<file path="config.mk">
export PLATFORM = sky130hd
export DESIGN_NAME = sram_bank_arbiter_flat
export DESIGN_NICKNAME = d
export VERILOG_FILES = /design/src/rtl/sram_bank_arbiter_if.sv /design/src/rtl/sram_bank_arbiter.sv /design/src/flat_wrapper.sv
export SDC_FILE = /design/constraint.sdc
export NUM_CORES = 1
export LEC_CHECK = 0
export CORE_AREA = 4 4 111 113
export DETAILED_ROUTE_END_ITERATION = 8
export DIE_AREA = 0 0 115 117
export DONT_BUFFER_PORTS = 1
export GPL_TIMING_DRIVEN = 0
export PLACE_DENSITY = 0.52
export SETUP_SLACK_MARGIN = 0.02
export SYNTH_ARGS = -nofsm -noshare
export SYNTH_HDL_FRONTEND = slang
export SYNTH_SLANG_ARGS = --single-unit
</file>
<file path="constraint.sdc">
create_clock -name clk -period 1.8 [get_ports clk]
set_input_delay 0.36 -clock clk [delete_from_list [all_inputs] [get_ports clk]]
set_output_delay 0.36 -clock clk [all_outputs]
set_load 0.01 [all_outputs]
</file>
<file path="src/rtl/sram_bank_arbiter_if.sv">
// Requester and bank-side bus of the two-port SRAM bank arbiter.
// slave modport: arbiter side. master modport: requesters plus bank array.
interface sram_bank_arbiter_if #(
  parameter int WIDTH = 16,
  parameter int DEPTH = 1024,
  parameter int BANKS = 4
);
  localparam int RW = $clog2(DEPTH);
  localparam int BW = $clog2(BANKS);
  localparam int GW = RW + BW;

  logic                   req0_valid;
  logic                   req0_ready;
  logic                   req0_we;
  logic [GW-1:0]          req0_addr;
  logic [WIDTH-1:0]       req0_wdata;
  logic                   rsp0_valid;
  logic [WIDTH-1:0]       rsp0_rdata;

  logic                   req1_valid;
  logic                   req1_ready;
  logic                   req1_we;
  logic [GW-1:0]          req1_addr;
  logic [WIDTH-1:0]       req1_wdata;
  logic                   rsp1_valid;
  logic [WIDTH-1:0]       rsp1_rdata;

  logic [BANKS-1:0]       bank_sel;
  logic [BANKS-1:0]       bank_wren;
  logic [BANKS-1:0]       bank_rden;
  logic [BANKS*RW-1:0]    bank_addr;
  logic [BANKS*WIDTH-1:0] bank_wr_data;
  logic [BANKS*WIDTH-1:0] bank_rd_data;
  logic [15:0]            conflict_cnt;

  modport slave (
    input  req0_valid, req0_we, req0_addr, req0_wdata,
    output req0_ready, rsp0_valid, rsp0_rdata,
    input  req1_valid, req1_we, req1_addr, req1_wdata,
    output req1_ready, rsp1_valid, rsp1_rdata,
    output bank_sel, bank_wren, bank_rden, bank_addr, bank_wr_data,
    input  bank_rd_data,
    output conflict_cnt
  );

  modport master (
    output req0_valid, req0_we, req0_addr, req0_wdata,
    input  req0_ready, rsp0_valid, rsp0_rdata,
    output req1_valid, req1_we, req1_addr, req1_wdata,
    input  req1_ready, rsp1_valid, rsp1_rdata,
    input  bank_sel, bank_wren, bank_rden, bank_addr, bank_wr_data,
    output bank_rd_data,
    input  conflict_cnt
  );
endinterface

</file>
<file path="src/rtl/sram_bank_arbiter.sv">
// Two-requester arbiter in front of BANKS single-port SRAM banks.
// Low-order address interleave, per-bank round-robin on conflicts,
// fixed 1-cycle read response routed back to the issuing requester.
// Optional conflict statistics counter: define SRAM_ARB_STATS_EN.

// Per-bank grant and drive logic; one instance per bank.
module sram_bank_lane #(
  parameter int WIDTH = 16,
  parameter int RW    = 10
) (
  input  logic             clk,
  input  logic             rst,
  input  logic             hit0_i,
  input  logic             hit1_i,
  input  logic             we0_i,
  input  logic             we1_i,
  input  logic [RW-1:0]    row0_i,
  input  logic [RW-1:0]    row1_i,
  input  logic [WIDTH-1:0] wd0_i,
  input  logic [WIDTH-1:0] wd1_i,
  output logic             g0_o,
  output logic             g1_o,
  output logic             sel_o,
  output logic             wren_o,
  output logic             rden_o,
  output logic [RW-1:0]    addr_o,
  output logic [WIDTH-1:0] wdata_o
);
  logic contend;
  logic lastg_q, lastg_d;

  // lastg_q=1 means requester 1 won last, so requester 0 has priority next.
  assign contend = hit0_i & hit1_i;
  assign g0_o    = !rst & hit0_i & (!contend |  lastg_q);
  assign g1_o    = !rst & hit1_i & (!contend | !lastg_q);

  // Remember the winner of every handshake on this bank.
  always_comb begin
    lastg_d = lastg_q;
    if (g0_o)      lastg_d = 1'b0;
    else if (g1_o) lastg_d = 1'b1;
  end

  // Round-robin state register; reset favours requester 0.
  always_ff @(posedge clk or posedge rst) begin
    if (rst) lastg_q <= 1'b1;
    else     lastg_q <= lastg_d;
  end

  // Drive the bank from the granted requester; wren/rden are exclusive by construction.
  always_comb begin
    sel_o   = 1'b0;
    wren_o  = 1'b0;
    rden_o  = 1'b0;
    addr_o  = '0;
    wdata_o = '0;
    if (g0_o) begin
      sel_o   = 1'b1;
      wren_o  = we0_i;
      rden_o  = !we0_i;
      addr_o  = row0_i;
      wdata_o = wd0_i;
    end else if (g1_o) begin
      sel_o   = 1'b1;
      wren_o  = we1_i;
      rden_o  = !we1_i;
      addr_o  = row1_i;
      wdata_o = wd1_i;
    end
  end
endmodule

module sram_bank_arbiter #(
  parameter int WIDTH = 16,
  parameter int DEPTH = 1024,
  parameter int BANKS = 4
) (
  input logic              clk,
  input logic              rst,
  sram_bank_arbiter_if.slave bus
);
  localparam int RW = $clog2(DEPTH);
  localparam int BW = $clog2(BANKS);
  localparam int GW = RW + BW;

  typedef struct packed {
    logic             valid;
    logic             we;
    logic [BW-1:0]    bank;
    logic [RW-1:0]    row;
    logic [WIDTH-1:0] wdata;
  } req_t;

  req_t [1:0]                   req;
  logic [1:0][BANKS-1:0]        hit;
  logic [1:0][BANKS-1:0]        gnt;
  logic [1:0]                   ready;
  logic [BANKS-1:0]             sel_w, wren_w, rden_w;
  logic [BANKS-1:0][RW-1:0]     addr_w;
  logic [BANKS-1:0][WIDTH-1:0]  wdat_w;
  logic [BANKS-1:0][WIDTH-1:0]  rd_w;
  logic [1:0]                   rsp_vld_q, rsp_vld_d;
  logic [1:0][BW-1:0]           rsp_bank_q, rsp_bank_d;
  logic [1:0][WIDTH-1:0]        rdata;

  // Decode global word address: low bits pick the bank, high bits the row.
  always_comb begin
    req[0].valid = bus.req0_valid;
    req[0].we    = bus.req0_we;
    req[0].bank  = bus.req0_addr[BW-1:0];
    req[0].row   = bus.req0_addr[GW-1:BW];
    req[0].wdata = bus.req0_wdata;
    req[1].valid = bus.req1_valid;
    req[1].we    = bus.req1_we;
    req[1].bank  = bus.req1_addr[BW-1:0];
    req[1].row   = bus.req1_addr[GW-1:BW];
    req[1].wdata = bus.req1_wdata;
  end

  for (genvar b = 0; b < BANKS; b++) begin : g_bank
    assign hit[0][b] = req[0].valid & (req[0].bank == BW'(b));
    assign hit[1][b] = req[1].valid & (req[1].bank == BW'(b));

    sram_bank_lane #(.WIDTH(WIDTH), .RW(RW)) u_lane (
      .clk     (clk),
      .rst     (rst),
      .hit0_i  (hit[0][b]),
      .hit1_i  (hit[1][b]),
      .we0_i   (req[0].we),
      .we1_i   (req[1].we),
      .row0_i  (req[0].row),
      .row1_i  (req[1].row),
      .wd0_i   (req[0].wdata),
      .wd1_i   (req[1].wdata),
      .g0_o    (gnt[0][b]),
      .g1_o    (gnt[1][b]),
      .sel_o   (sel_w[b]),
      .wren_o  (wren_w[b]),
      .rden_o  (rden_w[b]),
      .addr_o  (addr_w[b]),
      .wdata_o (wdat_w[b])
    );
  end

  // Each requester targets one bank, so ready is the OR of its grants.
  assign ready[0] = |gnt[0];
  assign ready[1] = |gnt[1];
  assign rd_w     = bus.bank_rd_data;

  // Read handshake launches a response next cycle; remember which bank answers.
  always_comb begin
    for (int n = 0; n < 2; n++) begin
      rsp_vld_d[n]  = ready[n] & !req[n].we;
      rsp_bank_d[n] = ready[n] ? req[n].bank : rsp_bank_q[n];
    end
  end

  // Response tracking registers; reset drops any pending response.
  always_ff @(posedge clk or posedge rst) begin
    if (rst) begin
      rsp_vld_q  <= '0;
      rsp_bank_q <= '0;
    end else begin
      rsp_vld_q  <= rsp_vld_d;
      rsp_bank_q <= rsp_bank_d;
    end
  end

  // Route the registered bank output back; zero when no response is due.
  always_comb begin
    for (int n = 0; n < 2; n++)
      rdata[n] = rsp_vld_q[n] ? rd_w[rsp_bank_q[n]] : '0;
  end

  assign bus.req0_ready   = ready[0];
  assign bus.req1_ready   = ready[1];
  assign bus.rsp0_valid   = rsp_vld_q[0];
  assign bus.rsp1_valid   = rsp_vld_q[1];
  assign bus.rsp0_rdata   = rdata[0];
  assign bus.rsp1_rdata   = rdata[1];
  assign bus.bank_sel     = sel_w;
  assign bus.bank_wren    = wren_w;
  assign bus.bank_rden    = rden_w;
  assign bus.bank_addr    = addr_w;
  assign bus.bank_wr_data = wdat_w;

`ifdef SRAM_ARB_STATS_EN
  logic        any_contend;
  logic [15:0] cnt_q, cnt_d;

  // Only one bank can be contended at a time: both valid on the same bank.
  assign any_contend = req[0].valid & req[1].valid & (req[0].bank == req[1].bank);

  // Saturating count of contended cycles.
  always_comb begin
    cnt_d = cnt_q;
    if (any_contend && cnt_q != 16'hFFFF) cnt_d = cnt_q + 16'd1;
  end

  // Conflict counter register.
  always_ff @(posedge clk or posedge rst) begin
    if (rst) cnt_q <= '0;
    else     cnt_q <= cnt_d;
  end

  assign bus.conflict_cnt = cnt_q;
`else
  assign bus.conflict_cnt = 16'h0;
`endif
endmodule

</file>
<file path="src/flat_wrapper.sv">
// flat-port wrapper written by rule: the top's interface ports become plain ports
module sram_bank_arbiter_flat 
#(
  parameter int WIDTH = 16,
  parameter int DEPTH = 1024,
  parameter int BANKS = 4
)
  (clk, rst, bus_req0_valid, bus_req0_we, bus_req0_addr, bus_req0_wdata, bus_req0_ready, bus_rsp0_valid, bus_rsp0_rdata, bus_req1_valid, bus_req1_we, bus_req1_addr, bus_req1_wdata, bus_req1_ready, bus_rsp1_valid, bus_rsp1_rdata, bus_bank_sel, bus_bank_wren, bus_bank_rden, bus_bank_addr, bus_bank_wr_data, bus_bank_rd_data, bus_conflict_cnt);
  sram_bank_arbiter_if #(.WIDTH(WIDTH), .DEPTH(DEPTH), .BANKS(BANKS)) bus_i ();
  input logic clk;
  input logic rst;
  input wire logic [$bits(bus_i.req0_valid)-1:0] bus_req0_valid;
  input wire logic [$bits(bus_i.req0_we)-1:0] bus_req0_we;
  input wire logic [$bits(bus_i.req0_addr)-1:0] bus_req0_addr;
  input wire logic [$bits(bus_i.req0_wdata)-1:0] bus_req0_wdata;
  output wire logic [$bits(bus_i.req0_ready)-1:0] bus_req0_ready;
  output wire logic [$bits(bus_i.rsp0_valid)-1:0] bus_rsp0_valid;
  output wire logic [$bits(bus_i.rsp0_rdata)-1:0] bus_rsp0_rdata;
  input wire logic [$bits(bus_i.req1_valid)-1:0] bus_req1_valid;
  input wire logic [$bits(bus_i.req1_we)-1:0] bus_req1_we;
  input wire logic [$bits(bus_i.req1_addr)-1:0] bus_req1_addr;
  input wire logic [$bits(bus_i.req1_wdata)-1:0] bus_req1_wdata;
  output wire logic [$bits(bus_i.req1_ready)-1:0] bus_req1_ready;
  output wire logic [$bits(bus_i.rsp1_valid)-1:0] bus_rsp1_valid;
  output wire logic [$bits(bus_i.rsp1_rdata)-1:0] bus_rsp1_rdata;
  output wire logic [$bits(bus_i.bank_sel)-1:0] bus_bank_sel;
  output wire logic [$bits(bus_i.bank_wren)-1:0] bus_bank_wren;
  output wire logic [$bits(bus_i.bank_rden)-1:0] bus_bank_rden;
  output wire logic [$bits(bus_i.bank_addr)-1:0] bus_bank_addr;
  output wire logic [$bits(bus_i.bank_wr_data)-1:0] bus_bank_wr_data;
  input wire logic [$bits(bus_i.bank_rd_data)-1:0] bus_bank_rd_data;
  output wire logic [$bits(bus_i.conflict_cnt)-1:0] bus_conflict_cnt;
  assign bus_i.req0_valid = bus_req0_valid;
  assign bus_i.req0_we = bus_req0_we;
  assign bus_i.req0_addr = bus_req0_addr;
  assign bus_i.req0_wdata = bus_req0_wdata;
  assign bus_req0_ready = bus_i.req0_ready;
  assign bus_rsp0_valid = bus_i.rsp0_valid;
  assign bus_rsp0_rdata = bus_i.rsp0_rdata;
  assign bus_i.req1_valid = bus_req1_valid;
  assign bus_i.req1_we = bus_req1_we;
  assign bus_i.req1_addr = bus_req1_addr;
  assign bus_i.req1_wdata = bus_req1_wdata;
  assign bus_req1_ready = bus_i.req1_ready;
  assign bus_rsp1_valid = bus_i.rsp1_valid;
  assign bus_rsp1_rdata = bus_i.rsp1_rdata;
  assign bus_bank_sel = bus_i.bank_sel;
  assign bus_bank_wren = bus_i.bank_wren;
  assign bus_bank_rden = bus_i.bank_rden;
  assign bus_bank_addr = bus_i.bank_addr;
  assign bus_bank_wr_data = bus_i.bank_wr_data;
  assign bus_i.bank_rd_data = bus_bank_rd_data;
  assign bus_conflict_cnt = bus_i.conflict_cnt;
  sram_bank_arbiter #(.WIDTH(WIDTH), .DEPTH(DEPTH), .BANKS(BANKS)) u_core (.clk(clk), .rst(rst), .bus(bus_i));
endmodule
</file>
# After elaboration in Yosys (flattened, before gate mapping)
# Cells that the tools add are included.
[word_totals]
out_inout_bits = 168
regBits = 10
inputBits = 126
[classes]
order_cmp = 2
n_mux = 54
eq_ne = 6
n_reduce_logical = 19
bitwise_logic = 38
[op_table]
columns = ["op", "n"]
rows = [
  ["16-bit two-way mux", 12],
  ["10-bit two-way mux", 8],
  ["16-bit binary-select mux with 2-bit select", 2],
  ["1-bit two-way mux", 32],
  ["1-bit bitwise AND", 30],
  ["1-bit zero test", 11],
  ["2-bit equality test, second input constant", 4],
  ["1-bit bitwise OR", 8],
  ["2-bit nonzero test", 4],
  ["4-bit OR reduction", 2],
  ["2-bit by 3-bit less-than comparator with 1-bit output, second input constant", 2],
  ["2-bit by 1-bit equality test with 1-bit output, second input constant", 2],
  ["2-bit zero test", 2],
]

# Longest topological paths before layout
[logic_depth]
depth_word = 8
depth_mapped = 7

# By module
# Synthesis repeated with hierarchy kept, for this count alone.
[unflattened]
cells_unflattened = 598
hier_area_um2 = 4769.6
[modules_own_cells]
columns = ["mod", "instances", "area_each_um2", "seq_area_each_um2", "cells_per_inst"]
rows = [
  ["sram_bank_lane", 4, 840.8, 26.3, 110],
  ["sram_bank_arbiter", 1, 1406.3, 150.1, 158],
]

# Worst setup path after synthesis
# No wires, ideal clock.
[synth_timing]
path_type = "input -> output"
startpoint = "input port rst"
endpoint = "output port bus_bank_addr[1]"
t_arrival_ns = 1.689
setup_slack_ns = -0.249
stages = 7
path_cell_list = "buf_2 -> inv_1 -> o311a_4 -> buf_12 -> buf_8 -> nand2_1 -> a21oi_1"
[synth_via]
elab_chain_len = 5
elab_cells_between_ends = 7
[synth_rtl]
columns = ["item", "line_no", "source"]
rows = [
  ["start: declaration", "flat_wrapper.sv:11", "input logic rst;"],
  ["1-bit zero test (no line) (*)", "-", ""],
  ["1-bit bitwise AND (2 in series)", "sram_bank_arbiter.sv:35", "assign g1_o = !rst & hit1_i & (!contend | !lastg_q);"],
  ["10-bit two-way mux", "sram_bank_arbiter.sv:63", "end else if (g1_o) begin"],
  ["10-bit two-way mux (*)", "sram_bank_arbiter.sv:57", "if (g0_o) begin"],
  ["end: declaration", "flat_wrapper.sv:29", "output wire logic [$bits(bus_i.bank_addr)-1:0] bus_bank_addr;"],
]
# Every way passes the cells marked *; elsewhere a longest branch is shown, timed or not.

# Final worst setup path
[layout_timing]
startpoint = "register u_core.g_bank[1].u_lane.lastg_q"
endpoint = "output port bus_bank_rden[1]"
[layout_via]
elab_chain_len = 5
elab_cells_between_ends = 7
[layout_rtl]
columns = ["item", "line_no", "source"]
rows = [
  ["start: declaration", "sram_bank_arbiter.sv:30", "logic lastg_q, lastg_d;"],
  ["start signal: assignment", "sram_bank_arbiter.sv:47", "else lastg_q <= lastg_d;"],
  ["1-bit zero test", "sram_bank_arbiter.sv:35", ""],
  ["1-bit bitwise OR", "sram_bank_arbiter.sv:35", ""],
  ["1-bit bitwise AND", "sram_bank_arbiter.sv:35", ""],
  ["1-bit two-way mux", "sram_bank_arbiter.sv:63", ""],
  ["1-bit two-way mux (*)", "sram_bank_arbiter.sv:57", ""],
  ["end: declaration", "flat_wrapper.sv:28", "output wire logic [$bits(bus_i.bank_rden)-1:0] bus_bank_rden;"],
]
# Marks and branches as above.

==> out/qor.yml <==
run_status:
  status: "complete, but fails checks"
  failed_checks: "setup timing"
cts:
  cts_sinks: 10
  h-tree-depth: 1
  cts_root_buf: "clkbuf_16"
  clk_path_buf_depth: 2
  insertion_delay_ps: 230
  path_clk_slew_ps: 40
  ctsHoldBuffers: 0
  cts_buffers: 3
  cts_tree: "yes"
timing:
  rsz0062_at_grt: "true"
  min_period_ps: 2180
  setup_ws_ps: -375
  fin_crit_sh_pct: 121
  worst_hold_slack_ps: 190
  finalSetupViolCount: 148
  hold_violations: 0
  fmax_ghz: 0.460
  clock_skew_ps: 1.97
  tns_ps: -24400
  drv_slew: 0
layout:
  area_growth_pct: 72.9
  instances_no_fill: 592
  fin_area_sq_mm: 0.00566
  fin_nets: 576
  drive_gt1_share_pct: 74.4
  diodes: 0
  fill_cells: 966
logic_synthesis:
  synth_area_sq_mm: 0.00327
  synth_edf_count: 0
  ys_seq_elements: 10
  postSynthAreaPerCell_sq_um: 8.79
  synth_area_leaders: "mux4_2 (22%), a22o_1 (21%), buf_4 (7.6%), and2_1 (6.5%), nand2_1 (5.5%)"
  yosysWarnings: 0
  synth_seq_area_share_pct: 7.80
  synth_cells: 372
  synthFlopType: "dfrtp_1"
  synth.distinct_cells: 44
  async_flop_share_pct: 100
  yosys.area.top_type: "mux4_2"
  synth_top_cell_area_share_pct: 22.0
global_routing:
  grt_overflow: 0
  grt_antenna_before_repair: 0
  grt_usage_pct: 20.1
  grt_first_pass_wirelength_microns: 21300
  grt_max_degree: 12
  grt_pass1_vias: 3803
worst_setup_path:
  cp_slowest_cell: "dfstp_2"
  reg2reg_from: "u_core.g_bank[1].u_lane.lastg_q"
  path_cells: "and4bb_2, nor3_4, mux2i_2, and2_1, buf_4"
  critPathMaxFanout: 3
  critPathCaptureType: "output pin"
  r2r_slack_ps: -190
  reg2reg_depth: 8
  worst_setup_path_start_kind: "flop"
  cpPeakStageDelay_ps: 530
  required_ps: 1440
  cp.arrival_ps: 1820
  rr_endpoint: "u_core.rsp_bank_q[1]"
  crit_type: "flop to output pin"
detailed_routing:
  drc: 0
  met1_length_microns: 5100
  first_pass_iters: 6
  post_drt_via_cell_ratio: 5.92
  route.met3.wl_microns: 1470
  drt_iter0_markers: 205
  wl_met2_microns: 8360
  wirelength_microns: 15300
  num_vias: 3504
  ant_nets: 0
  dr.max_layer_used: "met4"
  post_drt_wl_per_cell_microns: 25.8
hold_path:
  holdPathStages: 1
  min_path_type: "input port to flop"
  min_from: "bus_req1_we"
  min_to: "u_core.rsp_vld_q[1]"
floorplan:
  coreArea_sq_mm: 0.0113
  rows: 39
  start_util_pct: 28.9
  die_y_microns: 117
  die-area_sq_mm: 0.0135
  ios: 294
  chipWidth_microns: 115
placed_design:
  numPortBuffers: 0
  place.gp.congestion: 0.825
  place_area_sq_mm: 0.00367
  place_hpwl_microns: 10600
  place_inst: 530
run:
  drv_cap: 0
power_and_ir_drop:
  p_leak_nw: 2.52
  peakVddDrop_v: 0.000328
  finalPower_mw: 2.30
  power.density_mw_per_mm2: 407
worst max-delay path by stage:
stage | endpoint | cells past startpoint | slack, ps | start
2_1_floorplan | bus_bank_addr[0] | 7 | -60 | bus_req0_addr[0]
3_3_place_gp | bus_bank_wr_data[36] | 5 | -470 | bus_req0_addr[0]
3_5_place_dp | bus_bank_wr_data[36] | 5 | -500 | bus_req0_addr[0]
4_1_cts | bus_bank_rden[1] | 5 | -300 | u_core.g_bank[1].u_lane.lastg_q
5_1_grt | bus_bank_rden[1] | 5 | -420 | u_core.g_bank[1].u_lane.lastg_q
6_report | bus_bank_rden[1] | 5 | -380 | u_core.g_bank[1].u_lane.lastg_q
where the power goes:
group | total [mW] | switching [mW] | internal (mW)
logic | 1.53 | 0.617 | 0.909
registers | 0.345 | 0.0646 | 0.281
clock network | 0.433 | 0.0993 | 0.334
logic make-up after synthesis:
logic type,synth area share [%]
buffers and inverters,14.4
flip-flops,7.80
AND/OR/NAND/NOR,23.0
AO/OA/AOI/OAI,30.7
other,0.115
multiplexers,23.9
flip-flops by register name, indices dropped and copies added (netlist names):
register                      cells
u_core.rsp_vld_q                  2
u_core.g_bank.u_lane.lastg_q      4
u_core.rsp_bank_q                 4
per-layer routing:
metal	vias to the layer above	track usage, %
met5	-	0
met4	0	5.40
met3	27	3.91
met2	255	39.2
met1	1687	22.0
li1	1535	-
cell usage in the layout (no fill, tap or decap), types with 20 or more instances in the layout:
cell | netlist | layout
a22o_4 | 0 | 51
a22o_1 | 79 | 28
nand2_4 | 0 | 20
buf_12 | 2 | 20
buf_6 | 1 | 23
and2_4 | 0 | 32
a21oi_4 | 0 | 26
buf_4 | 33 | 60
nand2_1 | 48 | 23
mux4_2 | 32 | 32
synth_stat cells (2+ instances only):
| cell type | count |
|---|---|
| inv_1 | 5 |
| and3_1 | 2 |
| and4bb_2 | 2 |
| nor4_4 | 3 |
| and4b_1 | 3 |
| nand2_2 | 10 |
| nor2b_1 | 5 |
| dfstp_2 | 4 |
| clkbuf_1 | 9 |
| buf_4 | 33 |
| dfrtp_1 | 6 |
| a21oi_1 | 20 |
| buf_2 | 21 |
| nand3_1 | 3 |
| and2_1 | 34 |
| o21ai_0 | 2 |
| mux4_2 | 32 |
| nor2_1 | 11 |
| nand2_1 | 48 |
| a21oi_2 | 11 |
| mux2i_1 | 5 |
| buf_12 | 2 |
| a22o_1 | 79 |
| nand2b_1 | 2 |
area by class of cell:
cell class                      instances  area, sq um  area share, %
Buffer                                 63          687           12.1
Multi-Input combinational cell        305         3590           63.6
Timing Repair Buffer                   62          826           14.6
Tap cell                              143          179           3.16
Sequential cell                        10          258           4.56
Clock buffer                            4         88.8           1.57
Inverter                                5         22.5          0.398
per-stage QoR:
stage | util [%] | setup slack [ps]
detailed placement | 32.4 | -504
CTS | 48.2 | -299
global placement | 32.4 | -474
global route | 50.0 | -416
finish | 50.0 | -375
floorplan | - | -57.6
repair_timing:
item | CTS | global route
gates cloned | 7 | 2
endpoints found under the setup margin | 147 | 150
resized for setup | 223 | 25
setup buffers | 50 | 4
pin swaps | 57 | 20
worst max-delay path: cells and delay by family, from the launching register on:
kind | cells | cell delay, ps
buf+inv | 1 | 130
flops | 1 | 530
mux | 1 | 290
simple gates | 3 | 620
Note: power is estimated with default switching activity, not from simulation.
